===== src/rtl/fetch_unit.sv =====
// Instruction fetch unit: issues sequential fetch requests, tracks in-flight
// responses, buffers kept responses in a FIFO and discards stale ones after a redirect.
module fetch_unit #(
  parameter logic [63:0] RESET_PC = 64'h0000_0000_8000_0000,
  parameter int          DEPTH    = 2
) (
  input  logic        clk,
  input  logic        rst,
  output logic        imem_o_req,
  output logic [63:0] imem_o_addr,
  input  logic        imem_i_gnt,
  input  logic        imem_i_rvalid,
  input  logic [31:0] imem_i_rdata,
  input  logic        redirect_i_valid,
  input  logic [63:0] redirect_i_pc,
  output logic        fetch_o_valid,
  output logic [31:0] fetch_o_instr,
  output logic [63:0] fetch_o_pc,
  input  logic        decode_i_ready
);

  localparam int            AW    = $clog2(DEPTH);
  localparam int            CW    = $clog2(DEPTH + 1);
  localparam logic [CW:0]   LIMIT = (CW + 1)'(DEPTH);

  logic [63:0]   pc;
  logic [63:0]   resp_pc;
  logic [CW-1:0] inflight;
  logic [CW-1:0] drop;
  logic [CW-1:0] occupancy;
  logic [AW-1:0] rd_ptr;
  logic [AW-1:0] wr_ptr;
  logic [63:0]   buf_pc    [DEPTH];
  logic [31:0]   buf_instr [DEPTH];

  logic          transfer;
  logic          discard;
  logic          push;
  logic          pop;
  logic [CW:0]   committed;
  logic [63:0]   redirect_target;
  logic [CW-1:0] inflight_after_resp;

  // Requests are throttled on registered counts only, so a pop never frees a slot in the same cycle.
  assign committed           = {1'b0, inflight} + {1'b0, occupancy};
  assign redirect_target     = redirect_i_pc & ~64'd3;
  assign imem_o_req          = rst & ~redirect_i_valid & (committed < LIMIT);
  assign imem_o_addr         = pc & ~64'd3;
  assign transfer            = imem_o_req & imem_i_gnt;
  assign discard             = imem_i_rvalid & (drop != '0);
  assign push                = imem_i_rvalid & ~discard & ~redirect_i_valid;
  assign fetch_o_valid       = (occupancy != '0);
  assign pop                 = fetch_o_valid & decode_i_ready & ~redirect_i_valid;
  assign fetch_o_instr       = buf_instr[rd_ptr];
  assign fetch_o_pc          = buf_pc[rd_ptr];
  assign inflight_after_resp = inflight - CW'(imem_i_rvalid);

  always_ff @(posedge clk or negedge rst) begin
    if (!rst) begin
      pc       <= RESET_PC;
      resp_pc  <= RESET_PC;
      inflight <= '0;
      drop     <= '0;
    end else begin
      inflight <= inflight + CW'(transfer) - CW'(imem_i_rvalid);
      if (redirect_i_valid) begin
        // Everything still outstanding belongs to the old path, including earlier stale requests.
        pc      <= redirect_target;
        resp_pc <= redirect_target;
        drop    <= inflight_after_resp;
      end else begin
        if (transfer) pc <= pc + 64'd4;
        if (push) resp_pc <= resp_pc + 64'd4;
        if (discard) drop <= drop - CW'(1);
      end
    end
  end

  always_ff @(posedge clk or negedge rst) begin
    if (!rst) begin
      rd_ptr    <= '0;
      wr_ptr    <= '0;
      occupancy <= '0;
    end else if (redirect_i_valid) begin
      rd_ptr    <= '0;
      wr_ptr    <= '0;
      occupancy <= '0;
    end else begin
      if (push) wr_ptr <= wr_ptr + AW'(1);
      if (pop) rd_ptr <= rd_ptr + AW'(1);
      occupancy <= occupancy + CW'(push) - CW'(pop);
    end
  end

  always_ff @(posedge clk) begin
    if (push) begin
      buf_pc[wr_ptr]    <= resp_pc;
      buf_instr[wr_ptr] <= imem_i_rdata;
    end
  end

endmodule


===== config.mk =====
export PLATFORM = sky130hd
export DESIGN_NAME = fetch_unit
export DESIGN_NICKNAME = d
export VERILOG_FILES = /design/src/rtl/fetch_unit.sv
export SDC_FILE = /design/constraint.sdc
export NUM_CORES = 1
export LEC_CHECK = 0
export ABC_AREA = 1
export CAP_MARGIN = 30
export CORE_UTILIZATION = 25
export CTS_CLUSTER_DIAMETER = 50
export DETAILED_ROUTE_END_ITERATION = 10
export PLACE_DENSITY = 0.45
export SYNTH_ARGS = -nofsm -noshare
export SYNTH_HDL_FRONTEND = slang
export SYNTH_SLANG_ARGS = --single-unit

===== constraint.sdc =====
create_clock -name clk -period 7 [get_ports clk]
set_clock_uncertainty 0.05 [all_clocks]
set_input_delay 1.4 -clock clk [delete_from_list [all_inputs] [get_ports clk]]
set_output_delay 1.4 -clock clk [all_outputs]
set_load 0.02 [all_outputs]

==> results.sh, run 1 <==
export IMPL_maxCapViolCount=0
export IMPL_crit_path_end_kind="output pin"
export IMPL_worstPathCellList="inv_2, buf_12, buf_4, nand2_1, nand2_1, clkdlybuf4s50_1"
export IMPL_grt_pass1_wl_um=88940
export IMPL_io_pins=264
export IMPL_ys_seq_area_share_pct=54.23
export IMPL_intPower_uw=4483
export IMPL_design_area_mm2=0.02184
export IMPL_yosysTopAreaCell="edfxtp_1"
export IMPL_min_path_type="register to register"
export IMPL_slew_violations=0
export IMPL_clk_pin_slew_worst_paths_ns=0.06
export IMPL_grt_pass1_vias=14220
export IMPL_worst_pin_slew_ns=1.002
export IMPL_synth_area_leaders="edfxtp_1, nand2_1, dfrtp_1, nor2_1, inv_1"
export IMPL_reg2regPathDepth=12
export IMPL_fp_dieArea_mm2=0.06706
export IMPL_synthArstFlopShare_pct=41.25
export IMPL_final_common_cell="nand2_1"
export IMPL_crit_required_ns=5.55
export IMPL_leakagePower_uw=0.008905
export IMPL_fmax_mhz=224.2
export IMPL_grt_remaining_overflow=0
export IMPL_grt_max_degree=95
export IMPL_multiInputGateArea_mm2=0.006659
export IMPL_worstReg2RegEnd="pc[33]"
export IMPL_start_kind="register"
export IMPL_pwr_share_clk_pct=38.3
export IMPL_drt_vias_per_instance=4.511
export IMPL_switching_share_pct=34.09
export IMPL_dp_cells=3111
export IMPL_use_met2_pct=28.00
export IMPL_final_cell_mix="nand2_1, clkdlybuf4s50_1, nor2_1"
export IMPL_cts_root_buf="clkbuf_16"
export IMPL_firstDrtPassIters=5
export IMPL_cts_hold_buf=0
export IMPL_rsz0062_at_grt="false"
export IMPL_design_core_area_mm2=0.06481
export IMPL_dr_first_iter_drc_count=1034
export IMPL_hold_depth=0
export IMPL_synth_edf_count=188
export IMPL_worstSetupPathType="register to output pin"
export IMPL_synth_seq_cells=320
export IMPL_syn2layout_area_growth_pct=32.34
export IMPL_final_cells=3209
export IMPL_cts_path_max_buffers=3
export IMPL_die_w_um=259.0
export IMPL_use_met1_pct=24.06
export IMPL_ctsResizeCount=0
export IMPL_cts_setup_buffers=0
export IMPL_r2r_start="inflight[0]"
export IMPL_vias=14480
export IMPL_period_share_pct=63.72
export IMPL_use_met3_pct=3.193
export IMPL_start_util_pct=25.47
export IMPL_min_period_ns=4.461
export IMPL_numPortBuffers=257
export IMPL_worst_path_max_fanout=45
export IMPL_synth_warnings=0
export IMPL_htreeDepth=2
export IMPL_grt_busiest_layer="met2"
export IMPL_synth_cell_area_mm2=0.01651
export IMPL_num_rows=93
export IMPL_finalHoldViolations=0
export IMPL_ff2ff_setup_slack_ns=4.38
export IMPL_p_seq_share_pct=38.5
export IMPL_grt_usage_pct=17.74
export IMPL_ir_worst_vdd_v=0.0001698
export IMPL_slowest_stage="clkdlybuf4s50_1"
export IMPL_dp_hpwl_um=43920
export IMPL_cts_buffers=52
export IMPL_status="finished, final reports clean"
export IMPL_placedInstanceArea_mm2=0.02006
export IMPL_tritoncts="done"
export IMPL_place_congestion=0.8892
export IMPL_seq_area_mm2=0.008955
export IMPL_power_density_mw_per_mm2=311.4
export IMPL_fin_util_pct=33.70
export IMPL_arrival_ns=3.01
export IMPL_syn_inst=2040
export IMPL_wire_per_inst_um=18.67
export IMPL_totalWireLength_um=59900
export IMPL_hold_path_endpoint="buf_pc[1][60]"
export IMPL_synth_flop_cell="edfxtp_1"
export IMPL_clkSinkCount=320
export IMPL_fin_nets=2422
export IMPL_drive_gt1_share_pct=6.630
export IMPL_postRouteAntennaNets=0
export IMPL_antenna_found_initial=3
export IMPL_clock_latency_ns=0.61
export IMPL_yosysTopAreaCellShare_pct=34.20
export IMPL_slew_headroom_pct=33.10
export IMPL_combPwrFrac_pct=23.2
export IMPL_holdWs_ns=0.5017
export IMPL_fin_setup_tns_ns=0
export IMPL_fillCellCount=6677
export IMPL_route_detailed_drc=0
export IMPL_avgSynthCellArea_um2=8.092
export IMPL_yosysUniqueCellTypes=38
export IMPL_max_stage_delay_ns=0.70
export IMPL_holdCritStartpoint="resp_pc[60]"
export IMPL_power_net_switching_uw=2319
export IMPL_cpMostUsedCell="nand2_1"
export IMPL_die_h_um=259.0
export IMPL_setup_viol=0
==> critical path: cells and delay by family (launching register included) <==
family	cells	cell delay, ns
buf+inv	4	1.49
flops	1	0.67
simple gates	2	0.14
==> sequential cells by signal, summed over array words and instances, names as in the netlist <==
| register | flops |
|---|---|
| resp_pc | 62 |
| buf_instr | 64 |
| inflight | 2 |
| rd_ptr | 1 |
| wr_ptr | 1 |
| buf_pc | 124 |
| pc | 62 |
| drop | 2 |
| occupancy | 2 |
==> per-stage QoR <==
step / total power, uW / setup WS, ns
4_1_cts: 6893 / 2.005
3_5_place_dp: 4245 / 2.627
6_report: 6801 / 2.539
2_1_floorplan: 3404 / 0.4998
3_3_place_gp: 4219 / 2.652
5_1_grt: 7153 / 2.410
==> power groups by stage <==
stage | clock network [uW] | logic [uW] | registers [uW]
finish | 2610 | 1580 | 2620
floorplan | 0 | 836 | 2570
global route | 2760 | 1740 | 2650
CTS | 2670 | 1600 | 2620
global placement | 0 | 1580 | 2640
detailed placement | 0 | 1600 | 2650
==> logic make-up (layout without fill, tap and decap cells) <==
family	Yosys count	after routing	synth area share (%)
AOI/OAI and AO/OA	144	144	5.018
xor gates and xnor gates	59	59	3.130
adders and majority gates	9	9	0.7277
buffers and inverters	236	546	5.624
DFF	320	320	54.23
other	1	5	0.02272
and+or+nand+nor	1271	1271	31.25
==> worst max-delay path by stage <==
| stage | from | end | slack, ns |
|---|---|---|---|
| floorplan | redirect_i_valid | buf_instr[1][0] | 0.50 |
| global placement | rd_ptr | fetch_o_pc[53] | 2.65 |
| detailed placement | rd_ptr | fetch_o_pc[25] | 2.63 |
| CTS | rd_ptr | fetch_o_pc[25] | 2.01 |
| global route | rd_ptr | fetch_o_pc[22] | 2.41 |
| finish | rd_ptr | fetch_o_pc[19] | 2.54 |
==> cells in the mapped netlist, types with 14 or more instances <==
cell      instances
inv_1           170
o21ai_1          16
o21ai_0          66
nor2_1          223
xnor2_1          25
nand3_1         111
edfxtp_1        188
o211ai_1         22
dfrtp_1         130
xor2_1           34
nand2_1         872
clkbuf_1         37
o21bai_1         18
a21oi_1          18
nor2_2           14
nand4_1          21
==> final cells by class <==
cell class | instances | area share, %
Sequential cell | 320 | 40.99
Clock buffer | 62 | 6.220
Clock inverter | 34 | 1.839
Antenna cell | 1 | 0.01146
Inverter | 177 | 3.041
Timing Repair Buffer | 273 | 12.52
Tap cell | 855 | 4.897
Multi-Input combinational cell | 1487 | 30.48
==> routing by layer <==
metal  routed length, um  share of wire (%)  vias up
li1                    -                  -     7058
met2               26990                 45      478
met1               27090                 45     6822
met3                3651                6.1      115
met4                2154                3.6        2
met5                  13              0.022        -
No activity file was read; power rests on OpenSTA's default activity.
==> run 2: changes to the inputs <==
clock period = 4.28 ns   (was 7 ns; I/O delays follow)
==> run 2 against run 1 <==
Effect of this change:
- clock power increased by 59%
- final area hardly changed
- die area stayed put
- worst hold slack lost 0.39 ns
- sequential power grew 63%
- register-to-register slack lost 2.8 ns
- sequential share of layout area hardly changed
- count of clock-buffer cells in the layout fell by 1
- combinational power up 65%
- worst setup slack worse by 2.1 ns
- global-route usage is 0.12 points lower
- power increased by 62%
- critical path type unchanged
==> results.sh, run 2 (synthesis results as in run 1) <==
export IMPL_status="finished, final reports clean"
export IMPL_reg2regPathDepth=12
export IMPL_placedInstanceArea_mm2=0.02015
export IMPL_grt_pass1_vias=13910
export IMPL_start_kind="register"
export IMPL_postRouteAntennaNets=0
export IMPL_leakagePower_uw=0.008896
export IMPL_place_congestion=0.9054
export IMPL_crit_path_end_kind="output pin"
export IMPL_final_common_cell="nand2_1"
export IMPL_largest_register_ffs=124
export IMPL_holdWs_ns=0.1107
export IMPL_start_util_pct=25.47
export IMPL_fmax_mhz=263.5
export IMPL_ctsResizeCount=0
export IMPL_final_cell_mix="nand2_1, clkdlybuf4s50_1, nor2_1"
export IMPL_period_share_pct=88.67
export IMPL_clkSinkCount=320
export IMPL_ir_worst_vdd_v=0.0002667
export IMPL_cp_top_family="buffers and inverters"
export IMPL_wire_per_inst_um=18.54
export IMPL_dp_hpwl_um=43970
export IMPL_totalWireLength_um=59490
export IMPL_clk_pin_slew_worst_paths_ns=0.06
export IMPL_cts_buffers=49
export IMPL_crit_required_ns=3.37
export IMPL_cts_root_buf="clkbuf_16"
export IMPL_worstPathCellList="buf_4, nand2_1, nand2_1, clkdlybuf4s50_1"
export IMPL_min_path_type="input pin to asynchronous set/reset pin"
export IMPL_tritoncts="done"
export IMPL_dr_first_iter_drc_count=838
export IMPL_finalHoldViolations=0
export IMPL_min_period_ns=3.795
export IMPL_syn2layout_area_growth_pct=32.41
export IMPL_grt_usage_pct=17.62
export IMPL_clock_latency_ns=0.60
export IMPL_design_core_area_mm2=0.06481
export IMPL_fin_nets=2423
export IMPL_worst_path_max_fanout=56
export IMPL_design_area_mm2=0.02186
export IMPL_vias=14250
export IMPL_grt_pass1_wl_um=88060
export IMPL_slew_headroom_pct=43.17
export IMPL_combPwrFrac_pct=23.7
export IMPL_p_total_uw=11020
export IMPL_slew_violations=0
export IMPL_grt_max_degree=106
export IMPL_cts_path_max_buffers=3
export IMPL_worst_path_buf_inv=2
export IMPL_switching_share_pct=33.04
export IMPL_power_net_switching_uw=3641
export IMPL_p_seq_share_pct=38.6
export IMPL_grt_remaining_overflow=0
export IMPL_route_detailed_drc=0
export IMPL_numPortBuffers=257
export IMPL_pwr_share_clk_pct=37.7
export IMPL_max_stage_delay_ns=0.74
export IMPL_die_w_um=259.0
export IMPL_arrival_ns=2.89
export IMPL_htreeDepth=2
export IMPL_intPower_uw=7379
export IMPL_firstDrtPassIters=5
export IMPL_slowest_stage="dfrtp_4"
export IMPL_io_pins=264
export IMPL_largest_register="buf_pc"
export IMPL_fin_setup_tns_ns=0
export IMPL_setup_viol=0
export IMPL_drive_gt1_share_pct=6.508
export IMPL_crit_cells=4
export IMPL_drt_vias_per_instance=4.440
export IMPL_die_h_um=259.0
export IMPL_rsz0062_at_grt="false"
export IMPL_maxCapViolCount=0
export IMPL_fp_dieArea_mm2=0.06706
export IMPL_worst_pin_slew_ns=0.8511
export IMPL_cts_setup_buffers=0
export IMPL_cpMostUsedCell="nand2_1"
export IMPL_num_rows=93
export IMPL_power_density_mw_per_mm2=504.2
export IMPL_worstSetupPathType="register to output pin"
export IMPL_layout_top_registers="buf_pc (124), buf_instr (64)"
export IMPL_cts_hold_buf=0
export IMPL_antenna_found_initial=0
export IMPL_ff2ff_setup_slack_ns=1.62
==> run 2: layout make-up <==
class                      instances  area (um^2)
antenna                            3        7.507
clock buffer                      61         1311
clock inverter                    29        384.1
fill                            6658        42960
inverter                         177        664.4
multi-input combinational       1487         6659
sequential                       320         8955
tap                              855         1070
timing repair buffer             277         2806
==> run 2: worst paths after layout <==
check | end | startpoint
max in group asynchronous | pc[60] | rst
hold / removal | pc[25] | rst
hold reg to reg | inflight[0] | inflight[0]
setup reg to reg | pc[5] | inflight[0]
min in group clk | inflight[0] | inflight[0]
setup / recovery | fetch_o_pc[61] | rd_ptr
==> run 2: per-layer routing <==
metal  up-vias  part of all wire, %  GRT usage (%)
met4         0                  2.8          5.490
met1      6699                   46          23.77
met3        88                  5.4          3.163
met5         -                    0              0
met2       395                   46          28.54
li1       7067                    -              -
==> run 2: worst reg2reg max path, stage by stage (launching register included) <==
cell and delay [ns]:
dfrtp_1 0.39, nand2_1 0.07, inv_1 0.04, fa_1 0.42, inv_1 0.06, nand3_1 0.11, inv_2 0.11, nand2_4 0.19
inv_2 0.64, nand2_1 0.20, a21oi_1 0.17, o21ai_1 0.07, nand2_1 0.06
==> run 2: power by group through the flow <==
stage,clock network (uW),registers [uW],logic [uW]
final,4160,4260,2610
after floorplan,0,4190,1370
after global placement,0,4290,2620
after global routing,4400,4320,2880
after CTS,4270,4250,2660
after detailed placement,0,4310,2650
==> run 2: per-stage QoR <==
stage               cells  util, %  setup WS, ns
floorplan            2043        -        0.1075
global placement     3116    31.10         1.013
detailed placement   3116    31.10         1.007
CTS                  3206    33.71        0.3670
global route         3206    33.71        0.2402
finish               3209    33.72        0.4850
